**src/rtl/mem_port_arbiter.sv**
```systemverilog
// Two-port round-robin arbiter for a shared single-issue resource.
// Sequences start/done per transaction and aborts stalled transactions after TIMEOUT cycles.
module mem_port_arbiter #(
   parameter int size    = 8,
   parameter int TIMEOUT = 15
) (
   input  logic            clk,
   input  logic            rst_n,
   input  logic            req0,
   input  logic            req1,
   input  logic [size-1:0] addr0,
   input  logic [size-1:0] addr1,
   input  logic            done,
   output logic            grant0,
   output logic            grant1,
   output logic            select,
   output logic [size-1:0] addr_out,
   output logic            start,
   output logic            ack0,
   output logic            ack1,
   output logic            timeout,
   output logic            busy
);

   localparam int CW = $clog2(TIMEOUT + 1);
   localparam logic [CW-1:0] TMAX = CW'(TIMEOUT);

   typedef enum logic [1:0] {IDLE, GRANT0, GRANT1} state_e;

   state_e        state_q, state_d;
   logic          last_q, last_d;
   logic [CW-1:0] cnt_q, cnt_d;
   logic          grant0_q, grant0_d;
   logic          grant1_q, grant1_d;
   logic          select_q, select_d;
   logic          start_q, start_d;
   logic          ack0_q, ack0_d;
   logic          ack1_q, ack1_d;
   logic          timeout_q, timeout_d;
   logic          busy_q, busy_d;
   logic          req0_m, req1_m;
   logic          done_ok;

   always_ff @(posedge clk or negedge rst_n) begin
      if (!rst_n) begin
         state_q   <= IDLE;
         last_q    <= 1'b1;
         cnt_q     <= '0;
         grant0_q  <= 1'b0;
         grant1_q  <= 1'b0;
         select_q  <= 1'b0;
         start_q   <= 1'b0;
         ack0_q    <= 1'b0;
         ack1_q    <= 1'b0;
         timeout_q <= 1'b0;
         busy_q    <= 1'b0;
      end else begin
         state_q   <= state_d;
         last_q    <= last_d;
         cnt_q     <= cnt_d;
         grant0_q  <= grant0_d;
         grant1_q  <= grant1_d;
         select_q  <= select_d;
         start_q   <= start_d;
         ack0_q    <= ack0_d;
         ack1_q    <= ack1_d;
         timeout_q <= timeout_d;
         busy_q    <= busy_d;
      end
   end

   // A port acknowledged this cycle cannot immediately re-win; this yields the idle gap.
   assign req0_m  = req0 & ~ack0_q;
   assign req1_m  = req1 & ~ack1_q;
   assign done_ok = done & ~start_q;

   always_comb begin
      state_d = state_q;
      case (state_q)
         IDLE: begin
            if (req0_m && req1_m)
               state_d = last_q ? GRANT0 : GRANT1;
            else if (req0_m)
               state_d = GRANT0;
            else if (req1_m)
               state_d = GRANT1;
         end
         GRANT0, GRANT1: begin
            if (done_ok || cnt_q == TMAX)
               state_d = IDLE;
         end
         default: state_d = IDLE;
      endcase
   end

   always_comb begin
      grant0_d  = 1'b0;
      grant1_d  = 1'b0;
      busy_d    = 1'b0;
      start_d   = 1'b0;
      ack0_d    = 1'b0;
      ack1_d    = 1'b0;
      timeout_d = 1'b0;
      select_d  = select_q;
      last_d    = last_q;
      cnt_d     = (state_q == IDLE) ? '0 : CW'(cnt_q + 1'b1);

      case (state_d)
         GRANT0: begin
            grant0_d = 1'b1;
            busy_d   = 1'b1;
            select_d = 1'b0;
         end
         GRANT1: begin
            grant1_d = 1'b1;
            busy_d   = 1'b1;
            select_d = 1'b1;
         end
         default: ;
      endcase

      if (state_q == IDLE && state_d != IDLE) begin
         start_d = 1'b1;
         last_d  = (state_d == GRANT1);
      end

      // Completion beats timeout when both happen in the same cycle.
      if (state_q != IDLE && state_d == IDLE) begin
         if (done_ok) begin
            ack0_d = (state_q == GRANT0);
            ack1_d = (state_q == GRANT1);
         end else begin
            timeout_d = 1'b1;
         end
      end
   end

   assign grant0   = grant0_q;
   assign grant1   = grant1_q;
   assign select   = select_q;
   assign start    = start_q;
   assign ack0     = ack0_q;
   assign ack1     = ack1_q;
   assign timeout  = timeout_q;
   assign busy     = busy_q;
   assign addr_out = select_q ? addr1 : addr0;

endmodule
```
**config.mk**
```make
export PLATFORM = sky130hd
export DESIGN_NAME = mem_port_arbiter
export DESIGN_NICKNAME = d
export VERILOG_FILES = /design/src/rtl/mem_port_arbiter.sv
export SDC_FILE = /design/constraint.sdc
export NUM_CORES = 1
export LEC_CHECK = 0
export CORE_MARGIN = 4
export CORE_UTILIZATION = 43
export CTS_CLUSTER_DIAMETER = 60
export DETAILED_ROUTE_END_ITERATION = 10
export GPL_TIMING_DRIVEN = 0
export PLACE_DENSITY = 0.83
export SETUP_SLACK_MARGIN = 0.3
export SLEW_MARGIN = 20
export SYNTH_ARGS = -nofsm -noshare
export SYNTH_HDL_FRONTEND = slang
export SYNTH_SLANG_ARGS = --single-unit
```
**constraint.sdc**
```tcl
create_clock -name clk -period 5 [get_ports clk]
set_input_delay 1.25 -clock clk [delete_from_list [all_inputs] [get_ports clk]]
set_output_delay 1.25 -clock clk [all_outputs]
set_load 0.05 [all_outputs]
```
; Yosys cells after proc, flatten, opt, wreduce, memory -nomap -nowiden
; Index checks and enable logic that the tools add are counted.
[word_totals]
register_bits = 15
input_bits = 21
output_inout_bits = 16
word_cells = 53
[op_classes]
add_sub_neg = 1
eq_ne = 5
muxes = 19
bitwise_logic = 6
reduce_logical = 11
[op_table]
columns = operator, count
row1 = 2-to-1 mux 1 bit, 10
row2 = 2-to-1 mux 2 bit, 5
row3 = 2-to-1 mux 8 bit, 1
row4 = nonzero test 2 bit, 3
row5 = "adder 4 x 1 -> 4 bit, second input constant", 1
row6 = "== test 2 x 1 -> 1 bit, second input constant", 2
row7 = "== test 2 bit, second input constant", 2
row8 = "== test 4 bit, second input constant", 1
row9 = zero test 2 bit, 2
row10 = 2-to-1 mux 4 bit, 1
row11 = one-hot mux 2 bit (2 select lines), 1
row12 = OR reduction 2 bit, 2
row13 = AND 1 bit, 3
row14 = logical AND 1 bit, 3
row15 = inverter 1 bit, 3
row16 = one-hot mux 1 bit (2 select lines), 1
row17 = logical OR 1 bit, 1

; Logic depth before layout (Yosys ltp)
[logic_depth]
word_depth = 9
mapped_depth = 8

; Worst setup path before layout
; No wires, ideal clock.
[synth_timing]
path_type = input to output
from = input port addr1[0]
to = output port addr_out[0]
arrival_ns = 1.625
t_required_ns = 3.750
setup_slack_ns = 2.125
cell_stages = 1
path_cell_list = mux2_2
[synth_between]
elab_chain_len = 1
[synth_rtl]
columns = item, line_no
row1 = from (decl), 12  ; input logic [size-1:0] addr1,
row2 = 2-to-1 mux 8 bit, 146  ; assign addr_out = select_q ? addr1 : addr0;
row3 = to (decl), 17  ; output logic [size-1:0] addr_out,
; Every way passes these cells.

; Worst setup path after layout
[layout_timing]
from = input port addr1[1]
to = output port addr_out[1]
; The elaborated chain is that of the path after synthesis.

==> results.toml <==
[outcome]
status = "finished, final reports clean"

[setup_path]
r2r_slack_ns = 2.64
crit_path_start = "addr1[1]"
slowest_stage = "clkdlybuf4s50_1"
crit_type = "input port to primary output"
crit_fanout = 1
critical_path.cell_chain = "clkdlybuf4s50_1 -> mux2_2 -> clkdlybuf4s50_1"
r2r_cells = 8
r2r-end = "last_q$_DFFE_PN1P_"
r2r_start = "state_q[0]$_DFF_PN0_"
worstPathArrival_ns = 2.67
cp_slowest_stage_delay_ns = 0.81
critPathRequiredTime_ns = 3.75
crit_top_cell = "clkdlybuf4s50_1"
endpoint = "addr_out[1]"
critPathCaptureType = "primary output"
start_kind = "input port"

[placed_design]
dp_hpwl_um = 1540
gp_congestion = 0.781
postPlaceCellArea_mm2 = 0.00119
dpl.cell_count = 126
dp_slack_ns = 1.08
numPortBuffers = 36

[timing]
final.hold.worst_slack_ns = 0.456
timing.fmax_mhz = 255
tightest_slew_ns = 0.648
slew_viol_final = 0
rsz0062_at_grt = "false"
final_hold_viol_count = 0
period_minus_slack_ns = 3.92
finClkSkew_ns = 0.00112
setup_viol = 0
fin_ws_ns = 1.08
setup_tns_ns = 0
fin_crit_sh_pct = 78.4
slew_headroom_pct = 56.6

[power]
pwr-share-seq_pct = 27.8
power_frac_comb_pct = 62.6
p_sw_uw = 310
ir_drop_uv = 326
switching_share_pct = 45.0
power_uw = 688
p_leak_nw = 0.549
internal_power_uw = 378
power_density_mw_per_mm2 = 564
p_clk_share_pct = 9.6

[yosys]
synth_fa_ha_area_share_pct = 12.5
synth-main-ff-cell = "dfrtp_1"
avgSynthCellArea_um2 = 12.3
yosysUniqueCellTypes = 25
synth_compound_area_share_pct = 4.38
synth_top_area_share_pct = 43.8
synth_top_family_by_area = "simple AND/OR/NAND/NOR gates"
synth_xor_area_share_pct = 2.19
synth.most_common_cell = "dfrtp_1"
yosys-top-cells-count = "dfrtp_1, mux2_2, ha_1"
yosys.area_share.simple_pct = 18.3
ys_seq_area_share_pct = 47.0
async_reset_ff_share_pct = 100
muxShareOfSynthArea_pct = 14.1
yosys_warnings = 0
syn-cell-area_um2 = 801
netlist_instances = 65
synth_edf_count = 0
ys_seq_elements = 15
yosysTopAreaCell = "dfrtp_1"
synth_area_leaders = "dfrtp_1, mux2_2, ha_1"
syn_nets = 94

[global_routing]
grt_pass1_vias = 668
grt_overflow_total = 0
antenna_found_initial = 0
busiest_layer = "met2"
gr-usage-met1_pct = 20.3
grt_pass1_wl_um = 3100
track_usage_pct = 16.1
grt_max_degree = 16
grtUsageMet3_pct = 5.54
globalRouteMet2Util_pct = 25.5

[final_layout]
largest_reg_flops = 4
nets = 135
stdcell_area_mm2 = 0.00122
antenna_cells = 0
regMostFlops = "cnt_q"
reg_top3 = "cnt_q (4), state_q (2)"
multi_input_area_um2 = 412
drive_gt1_share_pct = 14.3
final-instance-count-excl-fill = 130
final_core_util_pct = 69.8
area_growth_pct = 52.2
register_area_um2 = 377
fillers = 143

[clocking]
cts.clk_slew.worst_paths_ns = 0.08
cts_hold_buf = 0
cts_root_buf = "clkbuf_4"
cts_buffers = 3
insertion_delay_ns = 0.27
cts_setup_buffers = 0
clockBufferDepth = 2
ctsResizeCount = 0
cts_sinks = 15
cts_tree = "done"
htreeDepth = 1

[die]
initial_core_util_pct = 45.9
die_w_um = 51.2
core_region_area_mm2 = 0.00175
die_area_mm2 = 0.00262
io_pins = 37
die_h_um = 51.2
rows = 15

[detailed_routing]
post_drt_wl_per_cell_um = 14.2
first_pass_iters = 4
viasPerCell = 4.73
dr_total_vias = 615
drt_iter0_drc = 17
drc_errors = 0
antenna_left = 0
drt-total-wl_um = 1850

[hold_path]
hp-class = "register to register"
hold_start = "cnt_q[0]$_DFF_PN0_"

[run]
max_cap_violations = 0
layer usage:
metal  routed length (µm)  part of all wire, %  up-vias
met5                    0                    0        -
met2                  967                   52        9
li1                     -                    -      312
met4                   18                 0.97        0
met3                   67                  3.6        2
met1                  794                   43      292
power groups by stage:
stage	clock network, mW	registers, mW	logic [mW]
6_report	0.0662	0.191	0.430
5_1_grt	0.0764	0.197	0.462
4_1_cts	0.0698	0.192	0.433
3_5_place_dp	0	0.194	0.431
3_3_place_gp	0	0.192	0.423
2_1_floorplan	0	0.260	0.233
critical path: cells and delay by family:
kind | cells | cell delay [ns]
buffers and inverters | 2 | 1.28
multiplexers | 1 | 0.15
final cells by class:
class	instances	area share [%]
Multi-Input combinational cell	47	33.8
Sequential cell	15	30.9
Timing Repair Buffer	36	29.6
Tap cell	25	2.57
Buffer	1	0.411
Clock buffer	4	2.16
Inverter	2	0.616
layout by cell type (no fill, tap or decap), types with 2 or more instances in the layout:
cell | synthesis | final
and3_1 | 2 | 2
and2_1 | 2 | 2
clkdlybuf4s50_1 | 0 | 36
mux2_2 | 9 | 9
and2b_1 | 2 | 2
clkbuf_4 | 0 | 3
nand3_1 | 2 | 2
dfrtp_1 | 14 | 14
nor3b_1 | 2 | 2
ha_1 | 8 | 8
nor2_1 | 4 | 4
inv_1 | 2 | 2
nand2b_1 | 4 | 4
kinds of logic after synthesis:
| logic type | Yosys count |
|---|---|
| xor+xnor | 2 |
| flops | 15 |
| buf+inv | 3 |
| compound gates | 4 |
| mux | 10 |
| simple gates | 23 |
| fa+ha+maj | 8 |
worst min path at each step:
stage	endpoint	slack, ns	depth (start not counted)
after floorplan	cnt_q[0]$_DFF_PN0_	0.42	1
after global placement	cnt_q[0]$_DFF_PN0_	0.45	1
after detailed placement	cnt_q[0]$_DFF_PN0_	0.45	1
after CTS	cnt_q[0]$_DFF_PN0_	0.46	1
after global routing	cnt_q[0]$_DFF_PN0_	0.48	1
final	cnt_q[0]$_DFF_PN0_	0.46	1
Note: power is estimated with default switching activity, not from simulation.
